File: src/rtl/branch_cond_if.sv
// Branch request / branch result handshake bundle between decode, the
// branch-resolution stage and fetch.
interface branch_cond_if #(
    parameter int ADDR_W = 32
);
    // request side: decode -> branch stage
    logic              br_valid;
    logic              br_ready;
    logic [2:0]        br_cond;
    logic [ADDR_W-1:0] br_pc;
    logic [ADDR_W-1:0] br_offset;
    // result side: branch stage -> fetch
    logic              res_valid;
    logic              res_ready;
    logic              res_taken;
    logic [ADDR_W-1:0] res_target;

    // issuer of branch requests and consumer of results
    modport master (
        output br_valid, br_cond, br_pc, br_offset, res_ready,
        input  br_ready, res_valid, res_taken, res_target
    );

    // the branch-resolution stage itself
    modport slave (
        input  br_valid, br_cond, br_pc, br_offset, res_ready,
        output br_ready, res_valid, res_taken, res_target
    );
endinterface

File: src/rtl/branch_cond.sv
// Flag register and branch-resolution stage. Holds the last compare flags
// {N,Z,C,V}, resolves one branch at a time against them (forwarding flags
// that arrive in the same cycle) and hands taken/target to fetch.
module branch_cond #(
    parameter int ADDR_W  = 32,
    parameter int PC_STEP = 4
) (
    input  logic              clk,
    input  logic              rst_n,
    input  logic              flag_valid,
    input  logic [3:0]        flag_in,
    input  logic              flag_clr,
    branch_cond_if.slave      bus,
    output logic [3:0]        flags_q
);

    typedef enum logic [1:0] {
        IDLE   = 2'd0,
        WAIT_F = 2'd1,
        RESP   = 2'd2
    } state_t;

    state_t            state_q, state_d;
    logic [3:0]        flags_d;
    logic              flags_vld_q, flags_vld_d;
    logic [2:0]        cond_q, cond_d;
    logic [ADDR_W-1:0] pc_q, pc_d;
    logic [ADDR_W-1:0] off_q, off_d;
    logic              res_valid_q, res_valid_d;
    logic              res_taken_q, res_taken_d;
    logic [ADDR_W-1:0] res_target_q, res_target_d;
    logic              br_ready_q, br_ready_d;
    logic [3:0]        eff_flags_s;
    logic              eff_vld_s;

    // Condition-code evaluation; flag layout is {N,Z,C,V}.
    function automatic logic cond_met(input logic [2:0] cond, input logic [3:0] f);
        logic r;
        case (cond)
            3'b000:  r = 1'b1;
            3'b001:  r = f[2];
            3'b010:  r = ~f[2];
            3'b011:  r = f[3];
            3'b100:  r = ~f[3];
            3'b101:  r = ~f[3] & ~f[2];
            3'b110:  r = f[3] | f[2];
            3'b111:  r = f[1] | f[0];
            default: r = 1'b0;
        endcase
        return r;
    endfunction

    // Next PC: wraps silently modulo 2^ADDR_W.
    function automatic logic [ADDR_W-1:0] next_pc(input logic taken,
                                                   input logic [ADDR_W-1:0] pc,
                                                   input logic [ADDR_W-1:0] off);
        logic [ADDR_W-1:0] t;
        if (taken) begin
            t = pc + off;
        end else begin
            t = pc + ADDR_W'(PC_STEP);
        end
        return t;
    endfunction

    // Flags seen by an accepting branch: a same-cycle compare result wins.
    always_comb begin
        if (flag_valid) begin
            eff_flags_s = flag_in;
        end else begin
            eff_flags_s = flags_q;
        end
        eff_vld_s = flag_valid | flags_vld_q;
    end

    // Next-state logic for the flag register, the request latch and the FSM.
    always_comb begin
        state_d      = state_q;
        flags_d      = flags_q;
        flags_vld_d  = flags_vld_q;
        cond_d       = cond_q;
        pc_d         = pc_q;
        off_d        = off_q;
        res_valid_d  = res_valid_q;
        res_taken_d  = res_taken_q;
        res_target_d = res_target_q;

        // a new compare result beats a flush in the same cycle
        if (flag_valid) begin
            flags_d     = flag_in;
            flags_vld_d = 1'b1;
        end else if (flag_clr) begin
            flags_vld_d = 1'b0;
        end else begin
            flags_vld_d = flags_vld_q;
        end

        case (state_q)
            IDLE: begin
                if (bus.br_valid) begin
                    cond_d = bus.br_cond;
                    pc_d   = bus.br_pc;
                    off_d  = bus.br_offset;
                    if ((bus.br_cond == 3'b000) || eff_vld_s) begin
                        res_taken_d  = cond_met(bus.br_cond, eff_flags_s);
                        res_target_d = next_pc(res_taken_d, bus.br_pc, bus.br_offset);
                        res_valid_d  = 1'b1;
                        state_d      = RESP;
                    end else begin
                        state_d = WAIT_F;
                    end
                end else begin
                    state_d = IDLE;
                end
            end
            WAIT_F: begin
                // only a fresh compare releases a parked branch
                if (flag_valid) begin
                    res_taken_d  = cond_met(cond_q, flag_in);
                    res_target_d = next_pc(res_taken_d, pc_q, off_q);
                    res_valid_d  = 1'b1;
                    state_d      = RESP;
                end else begin
                    state_d = WAIT_F;
                end
            end
            RESP: begin
                if (bus.res_ready) begin
                    res_valid_d = 1'b0;
                    state_d     = IDLE;
                end else begin
                    state_d = RESP;
                end
            end
            default: begin
                res_valid_d = 1'b0;
                state_d     = IDLE;
            end
        endcase

        br_ready_d = (state_d == IDLE);
    end

    // State and output registers; reset discards any pending request/result.
    always_ff @(posedge clk or negedge rst_n) begin
        if (!rst_n) begin
            state_q      <= IDLE;
            flags_q      <= 4'b0000;
            flags_vld_q  <= 1'b0;
            cond_q       <= 3'b000;
            pc_q         <= {ADDR_W{1'b0}};
            off_q        <= {ADDR_W{1'b0}};
            res_valid_q  <= 1'b0;
            res_taken_q  <= 1'b0;
            res_target_q <= {ADDR_W{1'b0}};
            br_ready_q   <= 1'b1;
        end else begin
            state_q      <= state_d;
            flags_q      <= flags_d;
            flags_vld_q  <= flags_vld_d;
            cond_q       <= cond_d;
            pc_q         <= pc_d;
            off_q        <= off_d;
            res_valid_q  <= res_valid_d;
            res_taken_q  <= res_taken_d;
            res_target_q <= res_target_d;
            br_ready_q   <= br_ready_d;
        end
    end

    assign bus.br_ready   = br_ready_q;
    assign bus.res_valid  = res_valid_q;
    assign bus.res_taken  = res_taken_q;
    assign bus.res_target = res_target_q;

endmodule

File: src/flat_wrapper.sv
// flat-port wrapper written by rule: the top's interface ports become plain ports
module branch_cond_flat 
#(
    parameter int ADDR_W  = 32,
    parameter int PC_STEP = 4
)
  (clk, rst_n, flag_valid, flag_in, flag_clr, flags_q, bus_br_valid, bus_br_cond, bus_br_pc, bus_br_offset, bus_res_ready, bus_br_ready, bus_res_valid, bus_res_taken, bus_res_target);
  branch_cond_if #(.ADDR_W(ADDR_W)) bus_i ();
  input  logic clk;
  input  logic rst_n;
  input  logic flag_valid;
  input  logic [3:0] flag_in;
  input  logic flag_clr;
  output logic [3:0] flags_q;
  input wire logic [$bits(bus_i.br_valid)-1:0] bus_br_valid;
  input wire logic [$bits(bus_i.br_cond)-1:0] bus_br_cond;
  input wire logic [$bits(bus_i.br_pc)-1:0] bus_br_pc;
  input wire logic [$bits(bus_i.br_offset)-1:0] bus_br_offset;
  input wire logic [$bits(bus_i.res_ready)-1:0] bus_res_ready;
  output wire logic [$bits(bus_i.br_ready)-1:0] bus_br_ready;
  output wire logic [$bits(bus_i.res_valid)-1:0] bus_res_valid;
  output wire logic [$bits(bus_i.res_taken)-1:0] bus_res_taken;
  output wire logic [$bits(bus_i.res_target)-1:0] bus_res_target;
  assign bus_i.br_valid = bus_br_valid;
  assign bus_i.br_cond = bus_br_cond;
  assign bus_i.br_pc = bus_br_pc;
  assign bus_i.br_offset = bus_br_offset;
  assign bus_i.res_ready = bus_res_ready;
  assign bus_br_ready = bus_i.br_ready;
  assign bus_res_valid = bus_i.res_valid;
  assign bus_res_taken = bus_i.res_taken;
  assign bus_res_target = bus_i.res_target;
  branch_cond #(.ADDR_W(ADDR_W), .PC_STEP(PC_STEP)) u_core (.clk(clk), .rst_n(rst_n), .flag_valid(flag_valid), .flag_in(flag_in), .flag_clr(flag_clr), .bus(bus_i), .flags_q(flags_q));
endmodule
File: config.mk
export PLATFORM = sky130hd
export DESIGN_NAME = branch_cond_flat
export DESIGN_NICKNAME = d
export VERILOG_FILES = /design/src/rtl/branch_cond_if.sv /design/src/rtl/branch_cond.sv /design/src/flat_wrapper.sv
export SDC_FILE = /design/constraint.sdc
export NUM_CORES = 1
export LEC_CHECK = 0
export CELL_PAD_IN_SITES_DETAIL_PLACEMENT = 1
export CELL_PAD_IN_SITES_GLOBAL_PLACEMENT = 2
export CORE_ASPECT_RATIO = 0.75
export CORE_UTILIZATION = 40
export DETAILED_ROUTE_END_ITERATION = 8
export DONT_BUFFER_PORTS = 1
export GPL_TIMING_DRIVEN = 0
export PLACE_DENSITY = 0.84
export SYNTH_ARGS = -nofsm -noshare
export SYNTH_HDL_FRONTEND = slang
export SYNTH_SLANG_ARGS = --single-unit
File: constraint.sdc
create_clock -name clk -period 5 [get_ports clk]
set_input_delay 1.25 -clock clk [delete_from_list [all_inputs] [get_ports clk]]
set_output_delay 1.25 -clock clk [all_outputs]
set_load 0.1 [all_outputs]
# Word-level counts from Yosys, hierarchy flattened
# Index checks and enable logic that the tools add are counted.
# word_totals
regBits,109
# op_classes
n_addsub,4
eq_ne,20
muxes,30
bitwise_logic,11
reduce_logical,10
# ops
operator,n
$mux 32,5
$add 32x3->32 const B,2
$add 32x32->32,2
$pmux 32 s2,1
$eq 3x3->1 const B,8
$pmux 1 s8,2
$mux 1,14
$eq 3x2->1 const B,4
$mux 2,4
$reduce_and 4->1,2
$eq 3x1->1 const B,2
$logic_not 3->1,2
$ne 2x2->1 const B,3
$pmux 2 s3,1
$or 1x1->1,5
$logic_not 2->1,2
$mux 4,1
$not 1->1,4
$reduce_bool 2->1,2
$pmux 1 s3,1
$and 1x1->1,2
$eq 2x1->1 const B,1
$eq 2x2->1 const B,1
$ne 2x1->1 const B,1
3 further kinds,3

# Depth between registers and ports, before layout
# Gate-level depths: netlist of run 1.
# depth
depth_word,11
ltp_mapped,12
mapped_depth_nobuf,12

# Least setup slack after synthesis of run 1
# Ideal clock, no wire load.
# synth_path
path_type,input to register
startpoint,input bus_br_offset[0]
endpoint,"register u_core.res_target_q[12], in the netlist u_core.bus.res_target[12]"
setup_time_ps,138
t_arrival_ps,3786
required_time_ps,4862
slack_ps,1076
path_stages,12
n_path_buf,0
path_cell_list,ha_1 -> fa_1 -> a21oi_1 -> o31ai_1 -> a2111oi_1 -> o31ai_2 -> and2_1 -> or2_2 -> a21o_1 -> xor2_1 -> mux2i_1 -> o221ai_1
# synth_via
elab_chain_cells,5
# synth_lines
element,line_no,source
start: declaration,flat_wrapper.sv:18,input wire logic [$bits(bus_i.br_offset)-1:0] bus_br_offset;
$add 32x32->32,branch_cond.sv:59,t = pc + off;
$mux 32,branch_cond.sv:58,if (taken) begin
$mux 32,branch_cond.sv:104,if ((bus.br_cond == 3'b000) || eff_vld_s) begin
$mux 32,branch_cond.sv:100,if (bus.br_valid) begin
$pmux 32 s2,branch_cond.sv:98,case (state_q)
end signal: assignment,branch_cond.sv:155,res_target_q <= {ADDR_W{1'b0}};
end signal: assignment,branch_cond.sv:166,res_target_q <= res_target_d;
end: declaration,branch_cond.sv:31,"logic [ADDR_W-1:0] res_target_q, res_target_d;"
# Every way passes these cells. The select of a mux whose other input is x is not followed.
# A chain may end at the register's enable or synchronous reset.

# Worst setup path after layout of run 1
# layout_path
startpoint,input bus_br_offset[0]
endpoint,"register u_core.res_target_q[18], in the netlist u_core.bus.res_target[18]"
# Same word-level chain as after synthesis.

==> out/qor.yml, run 1 <==
status:
  outcome: "completed"
routing:
  drt_wl_total_um: 33500
  drt-initial-drc-count: 692
  via_per_inst: 6.13
  drt-wirelength-per-cell_um: 24.1
  ant_nets: 0
  drc: 0
  num_vias: 8527
  drt_first_pass_iters: 5
timing:
  slew_violations: 0
  final.min_clock_period_ns: 4.55
  setup_slack_ns: 0.446
  relSlewSlack: 0.244
  hold_viol: 0
  max_freq_mhz: 220
  min_period_over_period: 0.911
  finalSetupViolations: 0
  worst_pin_slew_ns: 1.13
  clock_skew_ns: 0.0179
  fin_tns_setup_ns: 0
  rsz0062_at_grt: "false"
global_routing:
  grt-ovfl-total: 0
  grt_usage: 0.288
  antenna_found_initial: 2
  grt_max_degree: 110
  grt_pass1_vias: 8450
  grt_pass1_wl_um: 51000
floorplanning:
  die_y_um: 134
  rows: 47
  die_area_um2: 23800
  die_w_um: 178
  coreArea_um2: 22400
  ioPinCount: 116
  initial_core_util: 0.414
power:
  seqPwrFrac: 0.416
  intPower_w: 0.00268
  switching_power_w: 0.00344
  swShare: 0.562
  ir_worst_vdd_mv: 0.213
  p_leak_nw: 4.12
  power_frac_comb: 0.463
  clkPwrFrac: 0.121
  powerDensity_nw_per_um2: 616
critical_path:
  startpoint_type: "input pin"
  critPathKind: "input pin to register"
  critPathArrivalTime_ns: 4.81
  worst-path-buf-inv: 0
  crit_required_ns: 5.26
  crit_slowest_cell: "a2111oi_1"
  end_kind: "register"
  worstPathMaxFanout: 3
  critical-path-top-delay-family: "compound AO/OA/AOI/OAI gates"
  crit_chain: "ha_1 > fa_1 > a21oi_1 > o31ai_1 > a2111oi_1 > o31ai_2 > and2_1 > a21boi_0 > o21ai_0 > xor2_1 > o21ai_0 > a21oi_1"
  cpPeakStageDelay_ns: 0.85
min_path:
  hold_class: "register to register"
clock_network:
  cts_resized: 0
  cts-htree-levels: 3
  holdBufCountCts: 0
  clk_pin_slew_worst_paths_ns: 0.09
  cts.sink_count: 109
  cts_buffers: 9
  postCtsSetupRepairBufs: 0
  clockBufferDepth: 2
  cts_tree: "done"
  clk_latency_ns: 0.38
  cts_root_buffer: "clkbuf_16"
synthesis:
  synth_flop_cell: "dfrtp_1"
  syn_area_um2: 9280
  synthTopCellsByArea: "dfrtp_1 29%, mux2_2 8.7%, ha_1 8.6%"
  syn-num-nets: 1225
  synth-async-reset-ratio: 1.00
  avgSynthCellArea_um2: 8.57
  ys_types: 69
  yosysWarnings: 0
  synth_edf_count: 0
  yosysTopAreaCell: "dfrtp_1"
  synthCells: 1082
  synth-seq-cells: 109
  seq_area_frac_synth: 0.294
  synth_top_area_share: 0.291
finish:
  layout_commonest_cell: "nand2_1"
  layout_common_cells: "111 x nand2_1, 108 x dfrtp_1, 94 x a21oi_1"
  drive_gt1_frac: 0.0965
  diodes: 0
  area_growth_pct: 7.01
  nNetsFinal: 1236
place:
  dp.final_hpwl_um: 26500
  gp_congestion: 0.919
  io_buffers: 0
  dp_slack_ns: 0.132
flow_run:
  cap_violations: 0
flip-flops by register name, summed over array words and instances, names as in the netlist:
name and cells:
u_core.bus.res_target 32, u_core.off_q 32, u_core.pc_q 32, u_core.flags_q 4, u_core.cond_q 3, u_core.state_q 2
u_core.bus.br_ready 1, u_core.bus.res_taken 1, u_core.bus.res_valid 1, u_core.flags_vld_q 1
power by group through the flow:
stage               Sequential (W)  Combinational, W  Clock (W)
floorplan                  0.00241           0.00210          0
global placement           0.00255           0.00272          0
detailed placement         0.00256           0.00277          0
CTS                        0.00254           0.00279   0.000746
global route               0.00258           0.00312   0.000782
finish                     0.00254           0.00283   0.000741
routing by layer:
| layer | vias to the layer above | wire length, um | track usage |
|---|---|---|---|
| met5 | - | 13 | 0 |
| met4 | 2 | 483 | 0.0608 |
| met3 | 27 | 2750 | 0.0754 |
| met2 | 256 | 13600 | 0.407 |
| met1 | 4259 | 16700 | 0.435 |
| li1 | 3983 | - | - |
logic make-up after synthesis:
family / count (synthesis) / share of synthesized area
adders and majority gates: 66 / 0.0906
muxes: 83 / 0.0993
xor gates and xnor gates: 100 / 0.0944
buffers and inverters: 63 / 0.0267
DFF: 109 / 0.294
AOI/OAI and AO/OA: 332 / 0.228
and+or+nand+nor: 329 / 0.167
layout make-up:
cell class	instances	area, um^2
tap	294	368
fill	2689	12500
clock buffer	9	225
buffer	45	180
multi-input combinational	910	6300
sequential	109	2730
inverter	18	67.6
clock inverter	7	57.6
Yosys cell counts (7+ instances only):
cell      instances
a211oi_1         20
a21o_1           39
a21oi_1          94
a31oi_1          10
and2_1            7
and3_1           22
clkbuf_1         39
dfrtp_1         108
ha_1             64
inv_1            18
mux2_2           72
mux2i_1          11
nand2_1         111
nand2b_1          7
nand3_1          29
nand4_1          11
nor2_1           85
nor2b_1          14
nor3_1           16
o211ai_1         16
o21ai_0          74
o21bai_1         10
o22ai_1           9
o31ai_1           8
or3_1             8
xnor2_1          48
xor2_1           52
per-stage QoR:
step | utilization | instances | hold slack [ns] | power (W) | area [um^2]
floorplan | - | 1082 | 0.443 | 0.00451 | 9280
global placement | 0.430 | 1376 | 0.463 | 0.00527 | 9640
detailed placement | 0.430 | 1376 | 0.467 | 0.00533 | 9640
CTS | 0.443 | 1392 | 0.486 | 0.00608 | 9930
global route | 0.443 | 1392 | 0.519 | 0.00648 | 9930
finish | 0.443 | 1392 | 0.485 | 0.00611 | 9930
worst paths after layout:
| check | endpoint | cells after the start | startpoint | slack [ns] |
|---|---|---|---|---|
| min in group asynchronous | u_core.off_q[26]$_DFFE_PN0P_ | 0 | rst_n | 0.56 |
| setup / recovery | u_core.bus.res_target[18]$_DFFE_PN0P_ | 12 | bus_br_offset[0] | 0.45 |
| hold reg to reg | u_core.flags_vld_q$_DFFE_PN0P_ | 1 | u_core.flags_vld_q$_DFFE_PN0P_ | 0.49 |
| hold / removal | u_core.flags_vld_q$_DFFE_PN0P_ | 1 | u_core.flags_vld_q$_DFFE_PN0P_ | 0.49 |
| max in group asynchronous | u_core.bus.br_ready$_DFF_PN1_ | 0 | rst_n | 4.19 |
| setup reg to reg | u_core.bus.res_target[13]$_DFFE_PN0P_ | 10 | u_core.flags_q[2]$_DFF_PN0_ | 0.96 |
(Power assumes the default switching activity.)
==> inputs of run 2 (changes only) <==
--- a/config.mk
+++ b/config.mk
@@ -8,11 +8,11 @@
 export CELL_PAD_IN_SITES_DETAIL_PLACEMENT = 1
 export CELL_PAD_IN_SITES_GLOBAL_PLACEMENT = 2
 export CORE_ASPECT_RATIO = 0.75
-export CORE_UTILIZATION = 40
+export CORE_UTILIZATION = 30
 export DETAILED_ROUTE_END_ITERATION = 8
 export DONT_BUFFER_PORTS = 1
 export GPL_TIMING_DRIVEN = 0
-export PLACE_DENSITY = 0.84
+export PLACE_DENSITY = 0.66
 export SYNTH_ARGS = -nofsm -noshare
 export SYNTH_HDL_FRONTEND = slang
 export SYNTH_SLANG_ARGS = --single-unit
==> constraint.sdc (replaced) <==
create_clock -name clk -period 5 [get_ports clk]
set_input_delay 1.25 -clock clk [delete_from_list [all_inputs] [get_ports clk]]
set_output_delay 1.25 -clock clk [all_outputs]
set_load 0.05 [all_outputs]
==> out/qor.yml, run 2 (synthesized netlist as in run 1, its figures left out) <==
routing:
  drt-initial-drc-count: 486  # -30%
  drt-wirelength-per-cell_um: 24.5  # +1.8%
  drt_first_pass_iters: 5  # unchanged
  drc: 0  # unchanged
  drt_wl_total_um: 36700  # +9.5%
  num_vias: 8396  # -1.5%
  ant_nets: 0  # unchanged
  via_per_inst: 5.61  # -8.4%
min_path:
  min_to: "u_core.flags_vld_q$_DFFE_PN0P_"
  min_from: "u_core.flags_vld_q$_DFFE_PN0P_"
  min_path_cells: 1  # unchanged
  hold_class: "register to register"
power:
  p_leak_nw: 4.13  # +0.25%
  power_w: 0.00571  # -6.5%
  ir_worst_vdd_mv: 0.218  # +2.1%
  powerDensity_nw_per_um2: 567  # -8.0%
finish:
  postLayoutCellArea_um2: 10100  # +1.6%
  fin_cells: 1497  # +7.5%
  diodes: 0  # unchanged
  layout_common_cells: "111 x nand2_1, 108 x dfrtp_1, 94 x a21oi_1"
  layout_commonest_cell: "nand2_1"
  area_growth_pct: 8.67
  fillers: 3630  # +35%
  nNetsFinal: 1236  # unchanged
  drive_gt1_frac: 0.0956  # -0.000911
critical_path:
  r2r_start: "u_core.flags_q[2]$_DFF_PN0_"
  critPathKind: "input pin to register"
  worstPathMaxFanout: 4  # +1
  startpoint_type: "input pin"
  worstReg2RegEnd: "u_core.bus.res_target[18]$_DFFE_PN0P_"
  r2r_slack_ns: 1.12  # +0.16 ns
  end_kind: "register"
  critPathArrivalTime_ns: 4.97  # +0.16 ns
  worst-r2r-cell-count: 9  # -1
  crit_required_ns: 5.27  # about the same
clock_network:
  cts_resized: 0  # unchanged
  clk_pin_slew_worst_paths_ns: 0.08  # about the same
  cts_buffers: 9  # unchanged
  cts-htree-levels: 3  # unchanged
  holdBufCountCts: 0  # unchanged
  cts_root_buffer: "clkbuf_16"
  postCtsSetupRepairBufs: 0  # unchanged
  cts.sink_count: 109  # unchanged
  clockBufferDepth: 2  # unchanged
  clk_latency_ns: 0.38  # about the same
  cts_tree: "done"
global_routing:
  grt_pass1_wl_um: 55200  # +8.2%
  grt_max_degree: 110  # unchanged
  grt-ovfl-total: 0  # unchanged
  grt_usage: 0.236  # -0.0526
  antenna_found_initial: 0  # -2
  grt_pass1_vias: 8395  # -0.65%
timing:
  hold_viol: 0  # unchanged
  clock_skew_ns: 0.0207  # +0.00282 ns
  max_freq_mhz: 213  # -3.1%
  finalSetupViolations: 0  # unchanged
  worst_pin_slew_ns: 1.23  # +0.102 ns
  final.min_clock_period_ns: 4.70  # +0.144 ns
  setup_slack_ns: 0.302  # -0.144 ns
  min_period_over_period: 0.940  # +0.0287
  slew_violations: 0  # unchanged
  relSlewSlack: 0.176  # -0.0681
  rsz0062_at_grt: "false"
  fin_tns_setup_ns: 0  # unchanged
floorplanning:
  coreArea_um2: 30300  # +35%
  die_y_um: 154  # +15%
  rows: 55  # +17%
  ioPinCount: 116  # unchanged
  die_w_um: 205  # +15%
  die_area_um2: 31600  # +33%
  initial_core_util: 0.306  # -0.108
flow_run:
  cap_violations: 0  # unchanged
place:
  dp.final_hpwl_um: 29100  # +10%
  io_buffers: 0  # unchanged
  gp_congestion: 0.888  # -3.4%
  place_area_um2: 9780  # +1.4%
  dp_slack_ns: 0.0478  # -0.0839 ns
  dp.cells: 1481  # +7.6%
status:
  outcome: "completed"
## run 2: metrics by stage
step | hold WS (ns) | util
2_1_floorplan | 0.443 | -
3_3_place_gp | 0.458 | 0.323
3_5_place_dp | 0.466 | 0.323
4_1_cts | 0.486 | 0.333
5_1_grt | 0.501 | 0.333
6_report | 0.485 | 0.333
## run 2: critical path, stage by stage
cell and delay (ns):
ha_1 0.30, a211oi_1 0.26, o21ai_0 0.44, o211ai_1 0.40
nand3_1 0.22, o21ai_0 0.81, o21bai_1 0.30, a2111o_1 0.49
o211ai_1 0.14, xor2_1 0.11, o221a_2 0.23
## run 2: layout make-up
cell class              count  area, um^2  share of cell area
clock inverters             6        76.3             0.00757
inverters                  18        67.6             0.00670
multi-input cells         910        6300               0.625
clock buffers              10         229              0.0227
well taps                 399         499              0.0495
flip-flops and latches    109        2730               0.271
plain buffers              45         180              0.0179
## run 2: layer usage
layer,GRT usage,part of all wire
met1,0.369,0.54
met2,0.327,0.39
met3,0.0491,0.059
met4,0.0420,0.011
met5,0,0
## run 2: where the power goes
part	switching (W)	leakage, nW	internal [W]
logic	0.00171	2.71	0.00115
registers	0.000861	1.28	0.00119
clock network	0.000403	0.150	0.000401
## run 2: worst max-delay path by stage
stage / end / depth (start not counted) / from / slack [ns]
after floorplan: u_core.bus.res_target[12]$_DFFE_PN0P_ / 12 / bus_br_offset[0] / 1.08
after global placement: u_core.bus.res_target[31]$_DFFE_PN0P_ / 11 / bus_br_offset[1] / 0.08
after detailed placement: u_core.bus.res_target[31]$_DFFE_PN0P_ / 11 / bus_br_offset[1] / 0.05
after CTS: u_core.bus.res_target[31]$_DFFE_PN0P_ / 11 / bus_br_offset[1] / 0.43
after global routing: u_core.bus.res_target[31]$_DFFE_PN0P_ / 11 / bus_br_offset[1] / 0.14
final: u_core.bus.res_target[31]$_DFFE_PN0P_ / 11 / bus_br_offset[1] / 0.30
==> inputs of run 3 (changes only) <==
--- a/config.mk
+++ b/config.mk
@@ -5,6 +5,7 @@
 export SDC_FILE = /design/constraint.sdc
 export NUM_CORES = 1
 export LEC_CHECK = 0
+export ABC_AREA = 1
 export CELL_PAD_IN_SITES_DETAIL_PLACEMENT = 1
 export CELL_PAD_IN_SITES_GLOBAL_PLACEMENT = 2
 export CORE_ASPECT_RATIO = 0.75
@@ -12,7 +13,7 @@
 export DETAILED_ROUTE_END_ITERATION = 8
 export DONT_BUFFER_PORTS = 1
 export GPL_TIMING_DRIVEN = 0
-export PLACE_DENSITY = 0.66
+export PLACE_DENSITY = 0.74
 export SYNTH_ARGS = -nofsm -noshare
 export SYNTH_HDL_FRONTEND = slang
 export SYNTH_SLANG_ARGS = --single-unit
==> constraint.sdc (replaced) <==
create_clock -name clk -period 6 [get_ports clk]
set_input_delay 1.5 -clock clk [delete_from_list [all_inputs] [get_ports clk]]
set_output_delay 1.5 -clock clk [all_outputs]
set_load 0.05 [all_outputs]
==> out/qor.yml, run 3 <==
status:
  outcome: "completed"
clock_network:
  cts_resized: 0  # unchanged
  cts_root_buffer: "clkbuf_16"
  cts-htree-levels: 3  # unchanged
  postCtsSetupRepairBufs: 0  # unchanged
  cts_buffers: 9  # unchanged
  clk_pin_slew_worst_paths_ns: 0.08  # about the same
  cts_tree: "done"
  cts.sink_count: 109  # unchanged
  clockBufferDepth: 2  # unchanged
  clk_latency_ns: 0.39  # about the same
  holdBufCountCts: 0  # unchanged
global_routing:
  antenna_found_initial: 1  # +1
  grt_max_degree: 110  # unchanged
  grt_pass1_vias: 12149  # +45%
  grt-ovfl-total: 0  # unchanged
  grt_pass1_wl_um: 76500  # +38%
  grt_usage: 0.271  # +0.0347
synthesis:
  synthCells: 1866  # +72%
  synth-seq-cells: 109  # unchanged
  synth_flop_cell: "dfrtp_1"
  avgSynthCellArea_um2: 6.04  # -30%
  synthTopCellsByArea: "dfrtp_1 24%, nand2_1 24%, inv_1 8.7%"
  synthMostInstantiatedCell: "nand2_1"
  synth-async-reset-ratio: 1.00  # unchanged
  seq_area_frac_synth: 0.242  # -0.0522
  synth_edf_count: 0  # unchanged
  synth_top_area_share: 0.240  # -0.0517
  yosysTopAreaCell: "dfrtp_1"
  syn_area_um2: 11300  # +22%
  netlist_top_cells_count: "712 x nand2_1, 262 x inv_1, 164 x nand3_1"
  yosysWarnings: 0  # unchanged
  syn-num-nets: 2009  # +64%
  ys_types: 42  # -39%
routing:
  drc: 0  # unchanged
  num_vias: 12233  # +46%
  drt_wl_total_um: 51000  # +39%
  via_per_inst: 5.12  # -8.7%
  drt-wirelength-per-cell_um: 21.4  # -13%
  drt-initial-drc-count: 948  # +95%
  drt_first_pass_iters: 5  # unchanged
  ant_nets: 0  # unchanged
place:
  io_buffers: 0  # unchanged
  dp.final_hpwl_um: 43600  # +50%
  gp_congestion: 0.971  # +9.3%
  place_area_um2: 11900  # +22%
critical_path:
  critPathArrivalTime_ns: 3.64  # -1.33 ns
  crit_required_ns: 6.28  # +1.01 ns
  end_kind: "register"
  startpoint_type: "input pin"
  worstPathMaxFanout: 5  # +1
  critPathKind: "input pin to register"
power:
  powerDensity_nw_per_um2: 417  # -26%
  ir_worst_vdd_mv: 0.218  # +0.13%
  p_leak_nw: 6.48  # +57%
min_path:
  hold_class: "register to register"
timing:
  relSlewSlack: 0.372  # +0.196
  final.min_clock_period_ns: 3.36
  fin_tns_setup_ns: 0  # unchanged
  finalSetupViolations: 0  # unchanged
  rsz0062_at_grt: "false"
  hold_viol: 0  # unchanged
  finalHoldWorstSlack_ns: 0.522  # +0.0369 ns
  min_period_over_period: 0.560
  worst_pin_slew_ns: 0.942  # -0.292 ns
  clock_skew_ns: 0.0153  # -0.00536 ns
  max_freq_mhz: 297
  slew_violations: 0  # unchanged
floorplanning:
  ioPinCount: 116  # unchanged
  die_area_um2: 38400  # +21%
  initial_core_util: 0.305  # -0.00175
  rows: 61  # +11%
  die_y_um: 170  # +10%
  die_w_um: 226  # +10%
  coreArea_um2: 37000  # +22%
finish:
  fillers: 4870  # +34%
  layout_common_cells: "712 x nand2_1, 262 x inv_1, 164 x nand3_1"
  drive_gt1_frac: 0.0526  # -0.0430
  nNetsFinal: 2020  # +63%
  seqCellArea_um2: 2730  # unchanged
  area_growth_pct: 8.42
  multi_input_area_um2: 7340  # +17%
  postLayoutCellArea_um2: 12200  # +21%
  layout_commonest_cell: "nand2_1"
flow_run:
  cap_violations: 0  # unchanged
-- run 3: stage by stage --
step,util,total power (W),std cells,setup slack (ns)
3_5_place_dp,0.322,0.00443,2370,2.38
2_1_floorplan,-,0.00347,1866,2.96
5_1_grt,0.330,0.00550,2388,2.51
3_3_place_gp,0.322,0.00437,2370,2.40
4_1_cts,0.330,0.00510,2386,2.77
6_report,0.330,0.00509,2388,2.64
-- run 3: critical path, cell delays in order --
cell	delay [ns]
ha_1	0.34
nand2_1	0.18
nor2_1	0.37
nand2_1	0.20
nor2_1	0.43
nand2_1	0.11
nand2_1	0.07
nand2_1	0.05
a21oi_1	0.18
nand2_1	0.09
nand3_1	0.07
nand2_1	0.05
-- run 3: layer usage --
metal / vias up / GRT usage / share of wire
met5: - / 0 / 0
met1: 5935 / 0.401 / 0.50
li1: 5922 / - / -
met3: 29 / 0.0732 / 0.085
met2: 347 / 0.393 / 0.41
met4: 0 / 0.0385 / 0.012
-- run 3: power by group --
group          total (W)  switching (W)  internal [W]  leakage (nW)
Sequential       0.00171       0.000719      0.000988          1.30
Combinational    0.00273        0.00184      0.000897          5.02
Clock           0.000654       0.000350      0.000305         0.153
-- run 3: cell type report --
type | instances | area share
Multi-Input combinational cell | 1453 | 0.601
Sequential cell | 109 | 0.223
Inverter | 268 | 0.0825
Tap cell | 504 | 0.0516
Clock buffer | 9 | 0.0184
Buffer | 36 | 0.0159
Clock inverter | 7 | 0.00727
Antenna cell | 2 | 0.000409
-- run 3: cells by family (layout without fill, tap and decap cells) --
logic type,count (synthesis),in the layout,share of synthesized area
and+or+nand+nor,1135,1135,0.419
xor gates and xnor gates,56,56,0.0435
other,0,2,0
adders and majority gates,66,66,0.0746
buffers and inverters,304,320,0.107
muxes,37,37,0.0370
AOI/OAI and AO/OA,159,159,0.0773
DFF,109,109,0.242
-- run 3: worst paths after layout --
path                                                    from                               endpoint  slack [ns]  depth (start not counted)
worst max-delay path                            bus_br_pc[2]  u_core.bus.res_target[28]$_DFFE_PN0P_        2.64                         12
worst min-delay path            u_core.off_q[15]$_DFFE_PN0P_           u_core.off_q[15]$_DFFE_PN0P_        0.52                          1
worst max register to register    u_core.pc_q[2]$_DFFE_PN0P_  u_core.bus.res_target[31]$_DFFE_PN0P_        3.35                         11
worst min register to register  u_core.off_q[15]$_DFFE_PN0P_           u_core.off_q[15]$_DFFE_PN0P_        0.52                          1
max in group asynchronous                              rst_n          u_core.bus.br_ready$_DFF_PN1_        4.87                          0
min in group asynchronous                              rst_n           u_core.off_q[29]$_DFFE_PN0P_        0.81                          0
